<file path="src/rtl/audio_voice_scheduler.sv">
// audio_voice_scheduler
//   Places sound-effect requests from game logic onto the four PWM channels
//   of the audio output stage. Each voice has a level (pulsewidth), a
//   priority and a duration counted in prescaled ticks. When every channel
//   is busy, a request may preempt a strictly lower-priority voice.
//   Otherwise the request is dropped.
//
// Ports
//   clk, reset                  clock, asynchronous active-high reset
//   req_valid / req_ready       request handshake (one request per 2 cycles)
//   req_level, req_prio,        pulsewidth, priority (3 highest) and
//   req_dur                     duration in ticks of the requested voice
//   stop_all                    synchronous silence-all
//   pulsewidth0..pulsewidth3    per-channel pulsewidth to the mixer
//   chan_busy                   bit n high while channel n holds a voice
//   drop_pulse                  one-cycle pulse per discarded request
//   mute                        high when no channel is busy
module audio_voice_scheduler #(
    parameter int BITRES   = 8,
    parameter int DUR_W    = 8,
    parameter int TICK_DIV = 50000
) (
    input  logic              clk,
    input  logic              reset,
    input  logic              req_valid,
    output logic              req_ready,
    input  logic [BITRES-1:0] req_level,
    input  logic [1:0]        req_prio,
    input  logic [DUR_W-1:0]  req_dur,
    input  logic              stop_all,
    output logic [BITRES-1:0] pulsewidth0,
    output logic [BITRES-1:0] pulsewidth1,
    output logic [BITRES-1:0] pulsewidth2,
    output logic [BITRES-1:0] pulsewidth3,
    output logic [3:0]        chan_busy,
    output logic              drop_pulse,
    output logic              mute
);

    localparam int PRE_W = (TICK_DIV > 1) ? $clog2(TICK_DIV) : 1;

    typedef enum logic [0:0] {
        S_IDLE  = 1'b0,
        S_ALLOC = 1'b1
    } state_t;

    state_t             state_q, state_d;
    logic               ready_q, ready_d;
    logic               drop_q, drop_d;
    logic               mute_q, mute_d;
    logic [3:0]         busy_q, busy_d;
    logic [BITRES-1:0]  pw_q   [4];
    logic [BITRES-1:0]  pw_d   [4];
    logic [DUR_W-1:0]   rem_q  [4];
    logic [DUR_W-1:0]   rem_d  [4];
    logic [1:0]         prio_q [4];
    logic [1:0]         prio_d [4];
    logic [BITRES-1:0]  lvl_q, lvl_d;
    logic [1:0]         cprio_q, cprio_d;
    logic [DUR_W-1:0]   dur_q, dur_d;
    logic [PRE_W-1:0]   presc_q, presc_d;

    logic               tick;
    logic               accept;
    logic               have_target;
    logic [1:0]         target;

    // Free-running prescaler; independent of requests and stop_all.
    assign tick    = (presc_q == PRE_W'(TICK_DIV - 1));
    assign presc_d = tick ? '0 : presc_q + PRE_W'(1);

    assign accept = (state_q == S_IDLE) && req_valid && ready_q;

    // Target selection works on pre-edge occupancy: a channel freed by a tick
    // on the ALLOC edge is not yet free. Lowest free channel first; otherwise
    // the lowest-priority voice strictly below the request (lowest index on
    // ties, because only a strictly smaller priority replaces the candidate).
    always_comb begin
        logic       found_free;
        logic [1:0] best_prio;
        found_free  = 1'b0;
        have_target = 1'b0;
        target      = 2'd0;
        best_prio   = cprio_q;
        for (int i = 3; i >= 0; i--) begin
            if (!busy_q[i]) begin
                found_free = 1'b1;
                target     = 2'(i);
            end
        end
        if (found_free) begin
            have_target = 1'b1;
        end else begin
            for (int i = 0; i < 4; i++) begin
                if (prio_q[i] < best_prio) begin
                    best_prio   = prio_q[i];
                    target      = 2'(i);
                    have_target = 1'b1;
                end
            end
        end
    end

    always_comb begin
        state_d = state_q;
        ready_d = 1'b0;
        drop_d  = 1'b0;
        lvl_d   = lvl_q;
        cprio_d = cprio_q;
        dur_d   = dur_q;
        busy_d  = busy_q;
        pw_d    = pw_q;
        rem_d   = rem_q;
        prio_d  = prio_q;

        // Duration ageing; a voice on its last tick frees the channel.
        if (tick) begin
            for (int i = 0; i < 4; i++) begin
                if (busy_q[i]) begin
                    if (rem_q[i] > DUR_W'(1)) begin
                        rem_d[i] = rem_q[i] - DUR_W'(1);
                    end else begin
                        busy_d[i] = 1'b0;
                        pw_d[i]   = '0;
                        rem_d[i]  = '0;
                        prio_d[i] = '0;
                    end
                end
            end
        end

        case (state_q)
            S_IDLE: begin
                if (accept) begin
                    lvl_d   = req_level;
                    cprio_d = req_prio;
                    dur_d   = req_dur;
                    state_d = S_ALLOC;
                    ready_d = 1'b0;
                end else begin
                    ready_d = ~stop_all;
                end
            end
            S_ALLOC: begin
                state_d = S_IDLE;
                ready_d = ~stop_all;
                if (!stop_all) begin
                    if (dur_q == '0 || !have_target) begin
                        drop_d = 1'b1;
                    end else begin
                        // The write overrides any same-edge tick on this channel.
                        busy_d[target] = 1'b1;
                        pw_d[target]   = lvl_q;
                        rem_d[target]  = dur_q;
                        prio_d[target] = cprio_q;
                    end
                end
            end
            default: begin
                state_d = S_IDLE;
            end
        endcase

        if (stop_all) begin
            busy_d = '0;
            for (int i = 0; i < 4; i++) begin
                pw_d[i]   = '0;
                rem_d[i]  = '0;
                prio_d[i] = '0;
            end
        end
    end

    assign mute_d = ~|busy_d;

    always_ff @(posedge clk or posedge reset) begin
        if (reset) begin
            state_q <= S_IDLE;
            ready_q <= 1'b0;
            drop_q  <= 1'b0;
            mute_q  <= 1'b1;
            busy_q  <= '0;
            lvl_q   <= '0;
            cprio_q <= '0;
            dur_q   <= '0;
            presc_q <= '0;
            for (int i = 0; i < 4; i++) begin
                pw_q[i]   <= '0;
                rem_q[i]  <= '0;
                prio_q[i] <= '0;
            end
        end else begin
            state_q <= state_d;
            ready_q <= ready_d;
            drop_q  <= drop_d;
            mute_q  <= mute_d;
            busy_q  <= busy_d;
            lvl_q   <= lvl_d;
            cprio_q <= cprio_d;
            dur_q   <= dur_d;
            presc_q <= presc_d;
            for (int i = 0; i < 4; i++) begin
                pw_q[i]   <= pw_d[i];
                rem_q[i]  <= rem_d[i];
                prio_q[i] <= prio_d[i];
            end
        end
    end

    assign req_ready   = ready_q;
    assign drop_pulse  = drop_q;
    assign mute        = mute_q;
    assign chan_busy   = busy_q;
    assign pulsewidth0 = pw_q[0];
    assign pulsewidth1 = pw_q[1];
    assign pulsewidth2 = pw_q[2];
    assign pulsewidth3 = pw_q[3];

endmodule

</file>
<file path="config.mk">
export PLATFORM = sky130hd
export DESIGN_NAME = audio_voice_scheduler
export DESIGN_NICKNAME = d
export VERILOG_FILES = /design/src/rtl/audio_voice_scheduler.sv
export SDC_FILE = /design/constraint.sdc
export NUM_CORES = 1
export LEC_CHECK = 0
export CORE_UTILIZATION = 50
export DETAILED_ROUTE_END_ITERATION = 8
export PLACE_DENSITY = 0.8
export SETUP_SLACK_MARGIN = 0.05
export SYNTH_ARGS = -nofsm -noshare
export SYNTH_HDL_FRONTEND = slang
export SYNTH_SLANG_ARGS = --single-unit
</file>
<file path="constraint.sdc">
create_clock -name clk -period 4.4 [get_ports clk]
set_clock_uncertainty 0.1 [all_clocks]
set_input_delay 0.66 -clock clk [delete_from_list [all_inputs] [get_ports clk]]
set_output_delay 0.66 -clock clk [all_outputs]
set_load 0.005 [all_outputs]
</file>
==> results of run 1 <==
cells by family after synthesis:
| group | count (synthesis) | share of synthesized area [%] |
|---|---|---|
| flops | 114 | 47.22 |
| compound gates | 157 | 17.51 |
| fa+ha+maj | 16 | 3.312 |
| simple gates | 297 | 24.30 |
| buf+inv | 58 | 3.643 |
| xor+xnor | 14 | 2.029 |
| mux | 12 | 1.987 |
routing by layer:
metal,share of wire [%],vias up,GRT usage (%)
li1,-,2536,-
met1,42,2806,37.83
met2,49,238,45.13
met3,6.9,36,6.315
met4,2.1,0,11.91
met5,0,-,0
metrics by stage:
| step | area [µm²] | setup WS, ns | hold WS [ns] | total power [mW] | cells |
|---|---|---|---|---|---|
| 2_1_floorplan | 6045 | 0.6259 | 0.3479 | 1.322 | 668 |
| 5_1_grt | 7406 | 0.4993 | 0.4262 | 2.998 | 877 |
| 3_3_place_gp | 6771 | 1.015 | 0.3667 | 1.427 | 845 |
| 4_1_cts | 7406 | 0.7734 | 0.3818 | 2.914 | 877 |
| 6_report | 7406 | 0.7370 | 0.3802 | 2.904 | 877 |
| 3_5_place_dp | 6771 | 0.8361 | 0.3768 | 1.437 | 845 |
cells in the final DEF (no fill, tap or decap), types with 18 or more instances in the layout:
cell,Yosys,routed
a211oi_1,19,19
clkdlybuf4s50_1,0,59
nor2_1,57,57
nand3_1,31,31
o21ai_0,28,28
inv_1,21,20
nand4_1,18,18
nand2_1,115,115
a21oi_1,45,45
dfrtp_1,113,113
registers in the layout (all words and copies together) (netlist names):
register     cells
chan_busy        4
state_q          1
pulsewidth1      8
lvl_q            8
cprio_q          2
mute             1
pulsewidth0      8
req_ready        1
drop_pulse       1
presc_q         16
rem_q           32
prio_q           8
dur_q            8
pulsewidth3      8
pulsewidth2      8
final timing paths:
path                                   to  slack (ns)
max                        pulsewidth0[0]        0.74
min                            presc_q[0]        0.38
max reg2reg                pulsewidth0[0]        0.74
min reg2reg                    presc_q[0]        0.38
max in group asynchronous  pulsewidth2[0]        2.80
min in group asynchronous      drop_pulse        0.66
report_power, final:
part	switching (mW)	total, mW	internal, mW	leakage, nW
Clock	0.521	1.48	0.955	0.302
Sequential	0.0949	1.19	1.10	1.54
Combinational	0.140	0.237	0.0962	1.34
Total	0.756	2.90	2.15	3.18
final cells by class:
cell class / count / share of cell area (%)
Clock buffer: 18 / 5.795
Clock inverter: 14 / 2.771
Inverter: 22 / 1.149
Multi-Input combinational cell: 496 / 40.11
Sequential cell: 114 / 38.54
Tap cell: 143 / 2.416
Timing Repair Buffer: 70 / 9.225
critical path: cells and delay by family, from the launching register on:
kind | cells | cell delay (ns)
AO/OA/AOI/OAI | 5 | 1.79
adder cells (fa/ha/maj) | 4 | 0.88
flip-flops | 1 | 0.44
multiplexers | 1 | 0.30
buffers and inverters | 1 | 0.06
==> flow_summary.toml, run 1 <==
[clock_network]
clock_insertion_delay_worst_skew_ns = 0.42
tritoncts = "yes"
numCtsBuffers = 17
h-tree-depth = 4
hold_buffers = 0
cts_setup_buffers = 0
root_buffer = "clkbuf_16"
post_cts_resize_count = 0
clkSlewWorstSetupHoldPaths_ns = 0.06
cts_max_path_buffers = 2
clock_sinks = 114

[pwr]
p_per_area_nw_per_um2 = 392.1
leakagePower_nw = 3.182
ir_worst_vdd_mv = 0.2939

[floorplan]
die_y_um = 112.0
start_util_pct = 52.05
core-area_um2 = 11610
placementRows = 39
die_w_um = 112.0
io_pins = 61
die-area_um2 = 12530

[finish]
final_net_count = 759
diodes = 0
seqCellArea_um2 = 2854
syn2layout_area_growth_pct = 22.52
postLayoutCoreUtil_pct = 63.77
drive_gt1_share_pct = 7.766
fill_cells = 960
multiInputGateArea_um2 = 2970

[global_routing]
overflow = 0
grt_max_degree = 66
grt_pass1_vias = 5486
grt_pass1_wl_um = 27830
antenna_found_initial = 0
grt_use_total_pct = 28.44

[worst_setup_path]
end_kind = "register"
crit_chain = "ha_1, ha_1, ha_1, inv_1, ha_1, o21a_1, o31ai_1, a21oi_1, o2111ai_1, a21o_1, mux2i_1"
critical-path-slowest-cell = "a21o_1"
cp_common_cell = "ha_1"
crit_path_max_fanout = 20
cpPeakStageDelay_ns = 0.79
startpoint_type = "register"
r2r-start = "cprio_q[1]"
worst_ep_required_time_ns = 4.63
worstSetupPathType = "reg -> reg"
setup.worst_path.start = "cprio_q[1]"
worstPathArrival_ns = 3.89
reg2reg_depth = 11

[route]
drc = 0
vias = 5616
wl_per_cell_um = 19.20
dr.pass1.iters = 5
ant_nets = 0
drt_first_iter_violations = 610
vias_per_cell = 6.404
drt-total-wl_um = 16840

[sta]
finalHoldViolations = 0
period_minus_slack_ns = 3.663
max_freq_mhz = 273.0
post-route-period-util_pct = 83.25
rsz0062_at_grt = "false"
maxSlewHeadroom_pct = 30.51
slew_viol_final = 0
tns_ns = 0
tightest_slew_ns = 1.038
setup_viol = 0

[min_path]
holdCritPathClass = "reg -> reg"
min-delay-start = "presc_q[0]"
hold_depth = 1

[synth]
async_flop_share_pct = 100.0
ys_seq_elements = 114
synth_area_leaders = "dfrtp_1, nand2_1, a21oi_1"
synth_edf_count = 0
synthDistinctLibCells = 64
avgSynthCellArea_um2 = 9.049
synth.largest_area_cell = "dfrtp_1"
synth_warnings = 0
netlist_area_um2 = 6045
yosys-top-cells-count = "nand2_1, dfrtp_1, nor2_1, a21oi_1, clkbuf_1"
yosysSeqAreaShare_pct = 47.22
synth_most_common_cell = "nand2_1"
synth-main-ff-cell = "dfrtp_1"
synthesis.nets = 706
yosys.area.top_type_share_pct = 46.78
synth_cells = 668

[placed_design]
gp_congestion = 0.8932
hpwl_um = 11130
portBuffers = 60

[run_status]
run_status = "completed"

[run]
maxCapViolations = 0
Note: power is estimated with default switching activity, not from simulation.
==> inputs of run 2 (changes only) <==
PLACE_DENSITY = 0.83   (was 0.8)
clock period = 3.2 ns   (was 4.4 ns; I/O delays follow)
==> run 2 against run 1 <==
The flow now finishes with violations (DRC). Fmax is 19% higher. First-iteration DRC count increased by 12%. Clock power grew 30%. Worst setup slack worse by 0.62 ns. Routed wire length rose by 1.1%. Utilization up 0.62 points. Cell area is 0.98% higher. Sequential share of layout area down 0.37 points. Combinational power increased by 47%. Register-to-register slack got worse by 0.62 ns. Critical path type unchanged. Critical endpoint is now mute. Largest cell class unchanged. Largest power group unchanged.
==> flow_summary.toml, run 2 (same netlist as run 1, synthesis figures left out) <==
[route]
vias_per_cell = 6.433
drt_first_iter_violations = 681
drt-total-wl_um = 17030
dr.pass1.iters = 7
wl_per_cell_um = 19.13
vias = 5725
drc = 1
ant_nets = 0

[floorplan]
core-area_um2 = 11610
io_pins = 61
die_w_um = 112.0
start_util_pct = 52.05
die-area_um2 = 12530
placementRows = 39
die_y_um = 112.0

[finish]
postLayoutCoreUtil_pct = 64.39
final_net_count = 772
drive_gt1_share_pct = 9.371
multiInputGateArea_um2 = 2980
diodes = 0
final_cell_mix = "nand2_1, dfrtp_1, clkdlybuf4s50_1, nor2_1, a21oi_1"
largest_register_ff_count = 32
fill_cells = 867
syn2layout_area_growth_pct = 23.72
largestRegisters = "rem_q: 32 flops, presc_q: 16 flops"
seqCellArea_um2 = 2854
stdcell_area_um2 = 7478
top_register = "rem_q"
final_common_cell = "nand2_1"

[sta]
rsz0062_at_grt = "true"
period_minus_slack_ns = 3.082
tns_ns = 0
finalHoldViolations = 0
maxSlewHeadroom_pct = 38.48
slew_viol_final = 0
tightest_slew_ns = 0.9143
setup_viol = 0
max_freq_mhz = 324.4
post-route-period-util_pct = 96.32

[min_path]
hold_depth = 1
holdCritPathClass = "reg -> reg"

[clock_network]
hold_buffers = 0
tritoncts = "yes"
clock_sinks = 114
clock_insertion_delay_worst_skew_ns = 0.42
clkSlewWorstSetupHoldPaths_ns = 0.05
root_buffer = "clkbuf_16"
h-tree-depth = 4
cts_max_path_buffers = 2
numCtsBuffers = 17

[pwr]
leakagePower_nw = 3.231
power.total_mw = 3.912
p_per_area_nw_per_um2 = 523.2
ir_worst_vdd_mv = 0.4607

[placed_design]
portBuffers = 60
hpwl_um = 10890
gp_congestion = 0.9166
placed_cell_area_um2 = 6863

[worst_setup_path]
critical-path-slowest-cell = "dfrtp_1"
end_kind = "register"
startpoint_type = "register"
worstPathArrival_ns = 3.32
worst_ep_required_time_ns = 3.44
cp_common_cell = "ha_1"
worstSetupPathType = "reg -> reg"
reg2reg_depth = 12
crit_chain = "ha_1, ha_1, ha_1, inv_1, ha_1, o21a_1, o31a_1, a2111oi_2, buf_4, a21oi_1, and4b_1, a41o_1"
cpPeakStageDelay_ns = 0.44
crit_path_max_fanout = 6

[global_routing]
grt_pass1_wl_um = 28270
grt_max_degree = 115
grt_use_total_pct = 28.66
antenna_found_initial = 0
grt_pass1_vias = 5659
overflow = 0

[run_status]
violations = "DRC"
run_status = "finished, violations left"

[run]
maxCapViolations = 0
==> run 2: cell count changes in the layout (fill, tap and decap cells not counted), sizes merged <==
cell,previous run,this run
buf,11,24
inv,24,20
bufinv,4,3
clkbuf,18,23
==> run 2: path summary, 6_finish.rpt <==
check | from | endpoint | slack [ns]
worst max-delay path | cprio_q[1] | mute | 0.12
worst min-delay path | presc_q[0] | presc_q[0] | 0.38
worst max register to register | cprio_q[1] | mute | 0.12
worst min register to register | presc_q[0] | presc_q[0] | 0.38
max in group asynchronous | reset | prio_q[2] | 2.02
min in group asynchronous | reset | rem_q[17] | 0.42
==> run 2: cell type report <==
type	count	area share, %
well taps	143	2.393
inverters	22	1.154
repair buffers	83	10.44
clock buffers	23	6.257
multi-input cells	496	39.85
clock inverters	9	1.740
flip-flops and latches	114	38.16
==> run 2: stage by stage <==
step / instances / worst slack [ns] / hold WS (ns)
global route: 890 / 0.01664 / 0.3978
finish: 890 / 0.1178 / 0.3832
CTS: 889 / 0.07634 / 0.3800
floorplan: 668 / 0.3637 / 0.3479
detailed placement: 857 / 0.01516 / 0.3735
global placement: 857 / 0.2290 / 0.3696
==> run 2: timing repair <==
item,CTS,global route
pin swaps,0,1
gates resized for setup,1,2
setup endpoints to repair,10,30
buffers inserted,0,1
gates cloned,0,0
==> run 2: metal layers <==
layer,vias up,share of wire (%),global-route usage (%),wire (µm)
met4,0,2.4,11.91,405
met5,-,0,0,0
met3,45,7.7,6.369,1319
li1,2579,-,-,-
met1,2826,41,37.24,6977
met2,275,49,46.50,8326
==> run 2: report_power, final <==
| group | switching (mW) | total [mW] | internal [mW] |
|---|---|---|---|
| Clock | 0.668 | 1.93 | 1.26 |
| Combinational | 0.205 | 0.348 | 0.143 |
| Sequential | 0.126 | 1.64 | 1.51 |
==> run 2: critical path, delay by kind of cell (launching register included) <==
family | cells | cell delay, ns
AND/OR/NAND/NOR | 1 | 0.24
adder cells (fa/ha/maj) | 4 | 0.87
AO/OA/AOI/OAI | 5 | 1.06
flip-flops | 1 | 0.44
buffers and inverters | 2 | 0.27
